### src/rtl/oric_ram_pkg.sv
// Shared types and helpers for the Oric CPU/FDC SDRAM arbiter.
// Holds the arbiter state encoding, the request slot layout and byte-lane helpers.
package oric_ram_pkg;

  typedef enum logic [1:0] {
    ST_INIT,
    ST_IDLE,
    ST_CPU_WAIT,
    ST_FDC_WAIT
  } arb_state_t;

  typedef struct packed {
    logic [15:0] addr;
    logic        we;
    logic [7:0]  data;
  } slot_t;

  // Writes touch only the addressed byte lane; reads fetch the whole word.
  function automatic logic [1:0] lane_sel(input logic we, input logic a0);
    if (!we) return 2'b11;
    return a0 ? 2'b10 : 2'b01;
  endfunction

  function automatic logic [7:0] lane_byte(input logic [15:0] q, input logic a0);
    return a0 ? q[15:8] : q[7:0];
  endfunction

endpackage

### src/rtl/oric_cpu_evt_detect.sv
// Turns the CPU's level cs/oe/we/address bus into a single access-event pulse.
// Fires on a read or write strobe rising, or on an address change during a read.
module oric_cpu_evt_detect (
  input  logic        i_clk,
  input  logic        i_rst_n,
  input  logic        i_cs,
  input  logic        i_oe,
  input  logic        i_we,
  input  logic [15:0] i_ad,
  output logic        o_evt,
  output logic        o_we
);

  logic        w_rd;
  logic        w_wr;
  logic        r_rd;
  logic        r_wr;
  logic [15:0] r_ad;

  assign w_rd = i_cs & i_oe;
  assign w_wr = i_cs & i_we;

  always_ff @(posedge i_clk or negedge i_rst_n) begin
    if (!i_rst_n) begin
      r_rd <= 1'b0;
      r_wr <= 1'b0;
      r_ad <= '0;
    end else begin
      r_rd <= w_rd;
      r_wr <= w_wr;
      r_ad <= i_ad;
    end
  end

  assign o_evt = (w_rd & ~r_rd) | (w_wr & ~r_wr) | (w_rd & (i_ad != r_ad));
  assign o_we  = w_wr;

endmodule

### src/rtl/oric_ram_arbiter.sv
// Shares one toggle-handshake SDRAM port between the Oric CPU bus and the FDC DMA.
// CPU has priority, but an FDC request that has waited STARVE_MAX cycles pre-empts it.
module oric_ram_arbiter
  import oric_ram_pkg::*;
#(
  parameter int          ADDR_W     = 24,
  parameter int unsigned FDC_BASE   = 32'h0001_0000,
  parameter int          STARVE_MAX = 64
) (
  input  logic              i_clk_mem,
  input  logic              i_reset_n,
  input  logic              i_cpu_cs,
  input  logic              i_cpu_oe,
  input  logic              i_cpu_we,
  input  logic [15:0]       i_cpu_ad,
  input  logic [7:0]        i_cpu_d,
  output logic [7:0]        o_cpu_q,
  input  logic              i_fdc_req,
  input  logic              i_fdc_we,
  input  logic [15:0]       i_fdc_ad,
  input  logic [7:0]        i_fdc_d,
  output logic              o_fdc_ack,
  output logic [7:0]        o_fdc_q,
  output logic              o_fdc_overrun,
  output logic              o_mem_req,
  input  logic              i_mem_ack,
  output logic [ADDR_W-1:0] o_mem_a,
  output logic              o_mem_we,
  output logic [1:0]        o_mem_ds,
  output logic [15:0]       o_mem_d,
  input  logic [15:0]       i_mem_q
);

  localparam int CNT_W = $clog2(STARVE_MAX + 1);
  localparam logic [CNT_W-1:0] STARVE_LIM = CNT_W'(STARVE_MAX);

  arb_state_t        r_state, w_state_nxt;
  slot_t             r_cpu_slot, w_cpu_slot_nxt;
  slot_t             r_fdc_slot, w_fdc_slot_nxt;
  logic              r_cpu_pend, w_cpu_pend_nxt;
  logic              r_fdc_pend, w_fdc_pend_nxt;
  logic [CNT_W-1:0]  r_starve, w_starve_nxt;
  logic              r_mem_req, w_mem_req_nxt;
  logic [ADDR_W-1:0] r_mem_a, w_mem_a_nxt;
  logic              r_mem_we, w_mem_we_nxt;
  logic [1:0]        r_mem_ds, w_mem_ds_nxt;
  logic [15:0]       r_mem_d, w_mem_d_nxt;
  logic [7:0]        r_cpu_q, w_cpu_q_nxt;
  logic [7:0]        r_fdc_q, w_fdc_q_nxt;
  logic              r_fdc_ack, w_fdc_ack_nxt;
  logic              r_overrun, w_overrun_nxt;
  logic              w_grant_cpu, w_grant_fdc;
  logic              w_cpu_evt, w_cpu_we;
  logic              w_done;

  oric_cpu_evt_detect u_evt (
    .i_clk   (i_clk_mem),
    .i_rst_n (i_reset_n),
    .i_cs    (i_cpu_cs),
    .i_oe    (i_cpu_oe),
    .i_we    (i_cpu_we),
    .i_ad    (i_cpu_ad),
    .o_evt   (w_cpu_evt),
    .o_we    (w_cpu_we)
  );

  assign w_done = (i_mem_ack == r_mem_req);

  always_comb begin
    w_state_nxt    = r_state;
    w_cpu_slot_nxt = r_cpu_slot;
    w_fdc_slot_nxt = r_fdc_slot;
    w_cpu_pend_nxt = r_cpu_pend;
    w_fdc_pend_nxt = r_fdc_pend;
    w_starve_nxt   = r_starve;
    w_mem_req_nxt  = r_mem_req;
    w_mem_a_nxt    = r_mem_a;
    w_mem_we_nxt   = r_mem_we;
    w_mem_ds_nxt   = r_mem_ds;
    w_mem_d_nxt    = r_mem_d;
    w_cpu_q_nxt    = r_cpu_q;
    w_fdc_q_nxt    = r_fdc_q;
    w_fdc_ack_nxt  = 1'b0;
    w_overrun_nxt  = r_overrun;
    w_grant_cpu    = 1'b0;
    w_grant_fdc    = 1'b0;

    case (r_state)
      ST_INIT: begin
        w_mem_req_nxt = i_mem_ack;
        w_state_nxt   = ST_IDLE;
      end
      ST_IDLE: begin
        if (r_fdc_pend && (r_starve == STARVE_LIM)) w_grant_fdc = 1'b1;
        else if (r_cpu_pend)                        w_grant_cpu = 1'b1;
        else if (r_fdc_pend)                        w_grant_fdc = 1'b1;

        if (w_grant_cpu) begin
          w_mem_a_nxt    = ADDR_W'(r_cpu_slot.addr);
          w_mem_we_nxt   = r_cpu_slot.we;
          w_mem_ds_nxt   = lane_sel(r_cpu_slot.we, r_cpu_slot.addr[0]);
          w_mem_d_nxt    = {r_cpu_slot.data, r_cpu_slot.data};
          w_mem_req_nxt  = ~r_mem_req;
          w_cpu_pend_nxt = 1'b0;
          w_state_nxt    = ST_CPU_WAIT;
        end
        if (w_grant_fdc) begin
          w_mem_a_nxt    = ADDR_W'(FDC_BASE) + ADDR_W'(r_fdc_slot.addr);
          w_mem_we_nxt   = r_fdc_slot.we;
          w_mem_ds_nxt   = lane_sel(r_fdc_slot.we, r_fdc_slot.addr[0]);
          w_mem_d_nxt    = {r_fdc_slot.data, r_fdc_slot.data};
          w_mem_req_nxt  = ~r_mem_req;
          w_fdc_pend_nxt = 1'b0;
          w_state_nxt    = ST_FDC_WAIT;
        end
      end
      ST_CPU_WAIT: begin
        if (w_done) begin
          w_state_nxt = ST_IDLE;
          if (!r_mem_we) w_cpu_q_nxt = lane_byte(i_mem_q, r_mem_a[0]);
        end
      end
      ST_FDC_WAIT: begin
        if (w_done) begin
          w_state_nxt   = ST_IDLE;
          w_fdc_ack_nxt = 1'b1;
          if (!r_mem_we) w_fdc_q_nxt = lane_byte(i_mem_q, r_mem_a[0]);
        end
      end
      default: w_state_nxt = ST_INIT;
    endcase

    if (w_grant_fdc)                                  w_starve_nxt = '0;
    else if (r_fdc_pend && (r_starve != STARVE_LIM))  w_starve_nxt = r_starve + CNT_W'(1);

    // Captures come after the grant so an arrival in the grant cycle re-arms the slot.
    if (w_cpu_evt) begin
      w_cpu_slot_nxt = '{addr: i_cpu_ad, we: w_cpu_we, data: i_cpu_d};
      w_cpu_pend_nxt = 1'b1;
    end
    if (i_fdc_req) begin
      if (!r_fdc_pend && (r_state != ST_FDC_WAIT)) begin
        w_fdc_slot_nxt = '{addr: i_fdc_ad, we: i_fdc_we, data: i_fdc_d};
        w_fdc_pend_nxt = 1'b1;
      end else begin
        w_overrun_nxt = 1'b1;
      end
    end
  end

  always_ff @(posedge i_clk_mem or negedge i_reset_n) begin
    if (!i_reset_n) begin
      r_state    <= ST_INIT;
      r_cpu_slot <= '0;
      r_fdc_slot <= '0;
      r_cpu_pend <= 1'b0;
      r_fdc_pend <= 1'b0;
      r_starve   <= '0;
      r_mem_req  <= 1'b0;
      r_mem_a    <= '0;
      r_mem_we   <= 1'b0;
      r_mem_ds   <= '0;
      r_mem_d    <= '0;
      r_cpu_q    <= '0;
      r_fdc_q    <= '0;
      r_fdc_ack  <= 1'b0;
      r_overrun  <= 1'b0;
    end else begin
      r_state    <= w_state_nxt;
      r_cpu_slot <= w_cpu_slot_nxt;
      r_fdc_slot <= w_fdc_slot_nxt;
      r_cpu_pend <= w_cpu_pend_nxt;
      r_fdc_pend <= w_fdc_pend_nxt;
      r_starve   <= w_starve_nxt;
      r_mem_req  <= w_mem_req_nxt;
      r_mem_a    <= w_mem_a_nxt;
      r_mem_we   <= w_mem_we_nxt;
      r_mem_ds   <= w_mem_ds_nxt;
      r_mem_d    <= w_mem_d_nxt;
      r_cpu_q    <= w_cpu_q_nxt;
      r_fdc_q    <= w_fdc_q_nxt;
      r_fdc_ack  <= w_fdc_ack_nxt;
      r_overrun  <= w_overrun_nxt;
    end
  end

  assign o_cpu_q       = r_cpu_q;
  assign o_fdc_ack     = r_fdc_ack;
  assign o_fdc_q       = r_fdc_q;
  assign o_fdc_overrun = r_overrun;
  assign o_mem_req     = r_mem_req;
  assign o_mem_a       = r_mem_a;
  assign o_mem_we      = r_mem_we;
  assign o_mem_ds      = r_mem_ds;
  assign o_mem_d       = r_mem_d;

endmodule

### config.mk
export PLATFORM = sky130hd
export DESIGN_NAME = oric_ram_arbiter
export DESIGN_NICKNAME = d
export VERILOG_FILES = /design/src/rtl/oric_ram_pkg.sv /design/src/rtl/oric_cpu_evt_detect.sv /design/src/rtl/oric_ram_arbiter.sv
export SDC_FILE = /design/constraint.sdc
export NUM_CORES = 1
export LEC_CHECK = 0
export ABC_AREA = 1
export CAP_MARGIN = 10
export CORE_MARGIN = 4
export CORE_UTILIZATION = 34
export CTS_CLUSTER_SIZE = 28
export DETAILED_ROUTE_END_ITERATION = 10
export PLACE_DENSITY = 0.69
export SLEW_MARGIN = 20
export SYNTH_ARGS = -nofsm -noshare
export SYNTH_HDL_FRONTEND = slang
export SYNTH_SLANG_ARGS = --single-unit
### constraint.sdc
create_clock -name i_clk_mem -period 1.45 [get_ports i_clk_mem]
set_input_delay 0.145 -clock i_clk_mem [delete_from_list [all_inputs] [get_ports i_clk_mem]]
set_output_delay 0.145 -clock i_clk_mem [all_outputs]
set_load 0.1 [all_outputs]
# After elaboration in Yosys (flattened, before gate mapping)
# Index checks and enable logic that the tools add are counted.
# totals
register_bits	141
input_bits	72
elab_cells	112
# op_classes
add_sub_neg	2
eq_ne	10
mux	47
bitwise_logic	12
n_reduce_logical	19
# op_table
cell	n
$mux W24	2
$mux W16	2
$mux W1	27
$mux W2	11
$add A17 B16 Y18 const A	1
$ne A16 B16 Y1	1
$mux W7	2
$reduce_and A2 Y1	6
$reduce_bool A2 Y1	5
$mux W8	1
$add A7 B1 Y7 const B	1
$eq A7 B7 Y1 const B	1
$ne A7 B7 Y1 const B	1
$pmux W2 S3	1
$reduce_and A3 Y1	2
$and A1 B1 Y1	5
$not A1 Y1	5
$eq A2 B2 Y1 const B	2
$logic_and A1 B1 Y1	3
$ne A3 B2 Y1 const B	1
$eq A2 B1 Y1 const B	1
$logic_not A2 Y1	1
$ne A2 B1 Y1 const B	1
$ne A2 B2 Y1 const B	1
other kinds (5)	6

# Depth between registers and ports, before layout
# depth
ltp_word	9
ltp_mapped	12
mapped_depth_nobuf	11

# By module
# From an unflattened synthesis, not the netlist that was laid out.
# unflattened
hier_cells	634
area_unflattened_um2	5774.3
# by_module_without_submodules
module	instances	cells_each	area_each_um2
oric_ram_arbiter	1	520	4942.2
oric_cpu_evt_detect	1	114	832.0

# Least setup slack after synthesis
# OpenSTA, ideal clock, no wires.
# synth_timing
path_type	register to register
from	register r_mem_req (netlist: o_mem_req)
to	register r_cpu_q[5] (netlist: o_cpu_q[5])
setup_ns	0.082
t_arrival_ns	1.980
path_slack_ns	-0.612
stages_incl_launch_ff	8
n_path_buf	1
cell_sequence	dfrtp_1 -> nand2_1 -> nand2_4 -> nand2_4 -> nor3_4 -> buf_6 -> nor2_1 -> a31oi_2
# synth_via
elab_chain_cells	2
# synth_lines
item	line	source
start: declaration	oric_ram_arbiter.sv:43	logic r_mem_req, w_mem_req_nxt;
start signal: assignment	oric_ram_arbiter.sv:175	r_mem_req <= w_mem_req_nxt;
$eq A1 B1 Y1	oric_ram_arbiter.sv:67	assign w_done = (i_mem_ack == r_mem_req);
$reduce_and A3 Y1 (no source line)	-	
end signal: assignment	oric_ram_arbiter.sv:180	r_cpu_q <= w_cpu_q_nxt;
end: declaration	oric_ram_arbiter.sv:48	logic [7:0] r_cpu_q, w_cpu_q_nxt;
# Every way passes these cells.
# A chain may end at the register's enable or synchronous reset.

# Worst setup path in the final report
# layout_timing
from	register u_evt.r_ad[0]
to	register r_cpu_slot[8] (netlist bit)
# layout_via
elab_chain_cells	3
# layout_lines
item	line	source
start: declaration	oric_cpu_evt_detect.sv:18	logic [15:0] r_ad;
start signal: assignment	oric_cpu_evt_detect.sv:31	r_ad <= i_ad;
$ne A16 B16 Y1	oric_cpu_evt_detect.sv:35	assign o_evt = (w_rd & ~r_rd) | (w_wr & ~r_wr) | (w_rd & (i_ad != r_ad));
$and A1 B1 Y1	oric_cpu_evt_detect.sv:35	
$or A1 B1 Y1	oric_cpu_evt_detect.sv:35	
end signal: assignment	oric_ram_arbiter.sv:170	r_cpu_slot <= w_cpu_slot_nxt;
end: declaration	oric_ram_arbiter.sv:38	slot_t r_cpu_slot, w_cpu_slot_nxt;
# Every way passes these cells.

==> results.json <==
{
  "swShare_pct": 45.8,
  "pwr-share-clk_pct": 19.7,
  "ys.warnings.count": 0,
  "std_cell_rows": 46,
  "internal_power_mw": 13.4,
  "cts_tree": "built",
  "power.total_mw": 24.7,
  "hp-class": "primary input to flip-flop",
  "status": "complete, but fails checks",
  "dr_total_vias": 4810,
  "crit_fanout": 5,
  "synth_area_leaders": "dfrtp_1 (57%), nand2_1 (11%), mux2_2 (4.9%)",
  "switchingPower_mw": 11.3,
  "syn_inst": 604,
  "area_growth_pct": 68.0,
  "synthDominantCellAreaShare_pct": 56.8,
  "required_ps": 1760,
  "die_area_um2": 18400,
  "yosysTopAreaCell": "dfrtp_1",
  "ys_top_cells_by_count": "nand2_1 (169), dfrtp_1 (126), nor2_1 (51)",
  "grt-ovfl-total": 0,
  "synth_edf_count": 0,
  "nets": 861,
  "syn-cell-area_um2": 5560,
  "setup.worst_path.end_class": "flip-flop",
  "core_um2": 15900,
  "maxCapViolations": 0,
  "place.gp.congestion": 0.781,
  "power_density_nw_per_um2": 2640,
  "grt_util_all_layers_pct": 16.5,
  "die_x_um": 136,
  "diodes": 0,
  "rsz0062_at_grt": "yes",
  "antenna_found_initial": 1,
  "drt-vias-per-instance": 4.73,
  "leakagePower_nw": 4.35,
  "drive_above_1_share_pct": 35.6,
  "finalClockSkew_ps": 6.85,
  "slowest_delay_ps": 370,
  "final_antenna_net_count": 0,
  "die_y_um": 136,
  "crit_family": "simple AND/OR/NAND/NOR gates",
  "grt_start_max_net_pins": 50,
  "initial_core_util_pct": 34.8,
  "root_buffer": "clkbuf_16",
  "drc": 0,
  "dpl.hpwl_um": 10500,
  "arrival_ps": 1920,
  "clk_pin_slew_worst_paths_ps": 60,
  "peakVddDrop_mv": 1.71,
  "crit_slowest_cell": "dfrtp_1",
  "worst_path_most_repeated_cell": "nor2_1",
  "n_fill_cell": 1283,
  "p_comb_share_pct": 55.7,
  "ys.flop_type": "dfrtp_1",
  "yosysMostFrequentCell": "nand2_1",
  "slew_violations": 0,
  "grt_pass1_wl_um": 23900,
  "htreeDepth": 4,
  "synth.avg_cell_area_um2": 9.20,
  "cp_cell_sequence": "nor2_1 -> nor2_1 -> nor2_1 -> nand2_1 -> nor2_2 -> nand2_2 -> nand2_4 -> nand2_8 -> clkbuf_16 -> nand2_2 -> nand2_1",
  "hold_viol": 0,
  "worst_slack_ps": -154,
  "clkLatencyLatePin_ps": 420,
  "worst_slew_pin_slew_ps": 516,
  "start_kind": "flip-flop",
  "synthArstFlopShare_pct": 100,
  "drtIter0Drc": 222,
  "fin_crit_ps": 1600,
  "cts_sinks": 126,
  "setup_viol": 64,
  "routed_wl_um": 16200,
  "slew_headroom_pct": 65.6,
  "port_buffers": 126,
  "timing.fmax_mhz": 623,
  "final.period_utilization_pct": 111,
  "cts_buffer_depth": 2,
  "worst-setup-path-type": "flip-flop to flip-flop",
  "seqPwrFrac_pct": 24.6,
  "cts_made_buffers": 17,
  "dp_slack_ps": -377,
  "violations": "negative setup slack",
  "drt_first_pass_iters": 4,
  "ios": 134,
  "grt_pass1_vias": 4771,
  "synth-seq-cells": 126,
  "critical_path_buf_inv_count": 1,
  "ys_types": 35,
  "synth-seq-area-share_pct": 56.8,
  "avgRoutedWirePerCell_um": 16.0
}
cells by family (layout without fill, tap and decap cells):
logic type | after synthesis | in the layout | share of synthesized area [%]
compound gates | 66 | 66 | 6.89
xor+xnor | 3 | 3 | 0.473
fa+ha+maj | 2 | 2 | 0.450
buf+inv | 85 | 275 | 7.32
flops | 126 | 126 | 56.8
mux | 25 | 25 | 5.07
other cells | 1 | 7 | 0.0675
simple gates | 296 | 296 | 23.0
path summary, 6_finish.rpt:
| check | slack (ps) | cells past startpoint | endpoint | from |
|---|---|---|---|---|
| worst max-delay path | -150 | 11 | r_cpu_slot[8] | u_evt.r_ad[0] |
| min in group asynchronous | 270 | 2 | r_cpu_slot[23] | i_reset_n |
| worst max register to register | -150 | 11 | r_cpu_slot[8] | u_evt.r_ad[0] |
| worst min-delay path | 240 | 1 | u_evt.r_ad[9] | i_cpu_ad[9] |
| worst min register to register | 480 | 2 | o_mem_d[7] | r_fdc_slot[7] |
| max in group asynchronous | 590 | 3 | o_mem_d[14] | i_reset_n |
per-stage QoR:
| step | cells | utilization [%] | hold slack (ps) | setup TNS [ps] | area, um^2 |
|---|---|---|---|---|---|
| 2_1_floorplan | 610 | - | -151 | -2170 | 5610 |
| 3_3_place_gp | 964 | 49.9 | 135 | -10190 | 7950 |
| 3_5_place_dp | 964 | 49.9 | 145 | -12680 | 7950 |
| 4_1_cts | 1001 | 55.0 | 231 | -828 | 8770 |
| 5_1_grt | 1016 | 58.6 | 249 | -11850 | 9340 |
| 6_report | 1016 | 58.6 | 244 | -4940 | 9340 |
registers in the layout, indices dropped and copies added (netlist names):
| register | cells |
|---|---|
| r_cpu_slot | 25 |
| r_fdc_slot | 25 |
| o_mem_a | 17 |
| u_evt.r_ad | 16 |
| o_cpu_q | 8 |
| o_fdc_q | 8 |
| o_mem_d | 8 |
| r_starve | 7 |
| o_mem_ds | 2 |
| r_state | 2 |
| o_fdc_ack | 1 |
| o_fdc_overrun | 1 |
| o_mem_req | 1 |
| o_mem_we | 1 |
| r_cpu_pend | 1 |
| r_fdc_pend | 1 |
| u_evt.r_rd | 1 |
| u_evt.r_wr | 1 |
metal layers:
layer / vias up / wire length, um / track usage (%)
li1: 2301 / - / -
met1: 2364 / 6670 / 20.5
met2: 129 / 8480 / 27.4
met3: 16 / 857 / 4.66
met4: 0 / 225 / 6.49
met5: - / 0 / 0
layout make-up:
cell class	instances	area (um^2)	share of cell area, %
repair buffers	193	2570	27.6
inverters	49	214	2.29
flip-flops and latches	126	3170	34.0
multi-input cells	399	2420	26.0
repair inverters	1	11.3	0.121
clock inverters	11	211	2.27
well taps	216	270	2.90
clock buffers	21	460	4.93
power groups by stage:
stage	clock (mW)	combinational, mW	sequential (mW)
after floorplan	0	3.60	9.85
after global placement	0	12.2	5.97
after detailed placement	0	12.3	6.01
after CTS	4.94	12.8	5.99
after global routing	5.11	14.3	6.21
final	4.87	13.7	6.06
cells in the final DEF (no fill, tap or decap), types with 11 or more instances in the layout:
cell type | netlist | routed
buf_12 | 0 | 66
o21ai_4 | 0 | 11
o21ai_1 | 1 | 21
mux2_2 | 24 | 24
buf_4 | 17 | 45
nor2_1 | 51 | 46
nand2_2 | 4 | 34
dfrtp_1 | 126 | 115
nand3_1 | 50 | 34
clkdlybuf4s50_1 | 0 | 70
inv_1 | 45 | 43
nand3_2 | 1 | 17
nand2_1 | 169 | 133
clkbuf_16 | 0 | 21
timing repair:
action / 4_1_cts / 5_1_grt
gates resized for setup: 61 / 96
hold buffers: 1 / 0
endpoints found under the setup margin: 63 / 78
pin swaps: 4 / 16
endpoints found under the hold margin: 45 / 0
cloned: 1 / 6
setup buffers: 3 / 9
(Power assumes the default switching activity.)
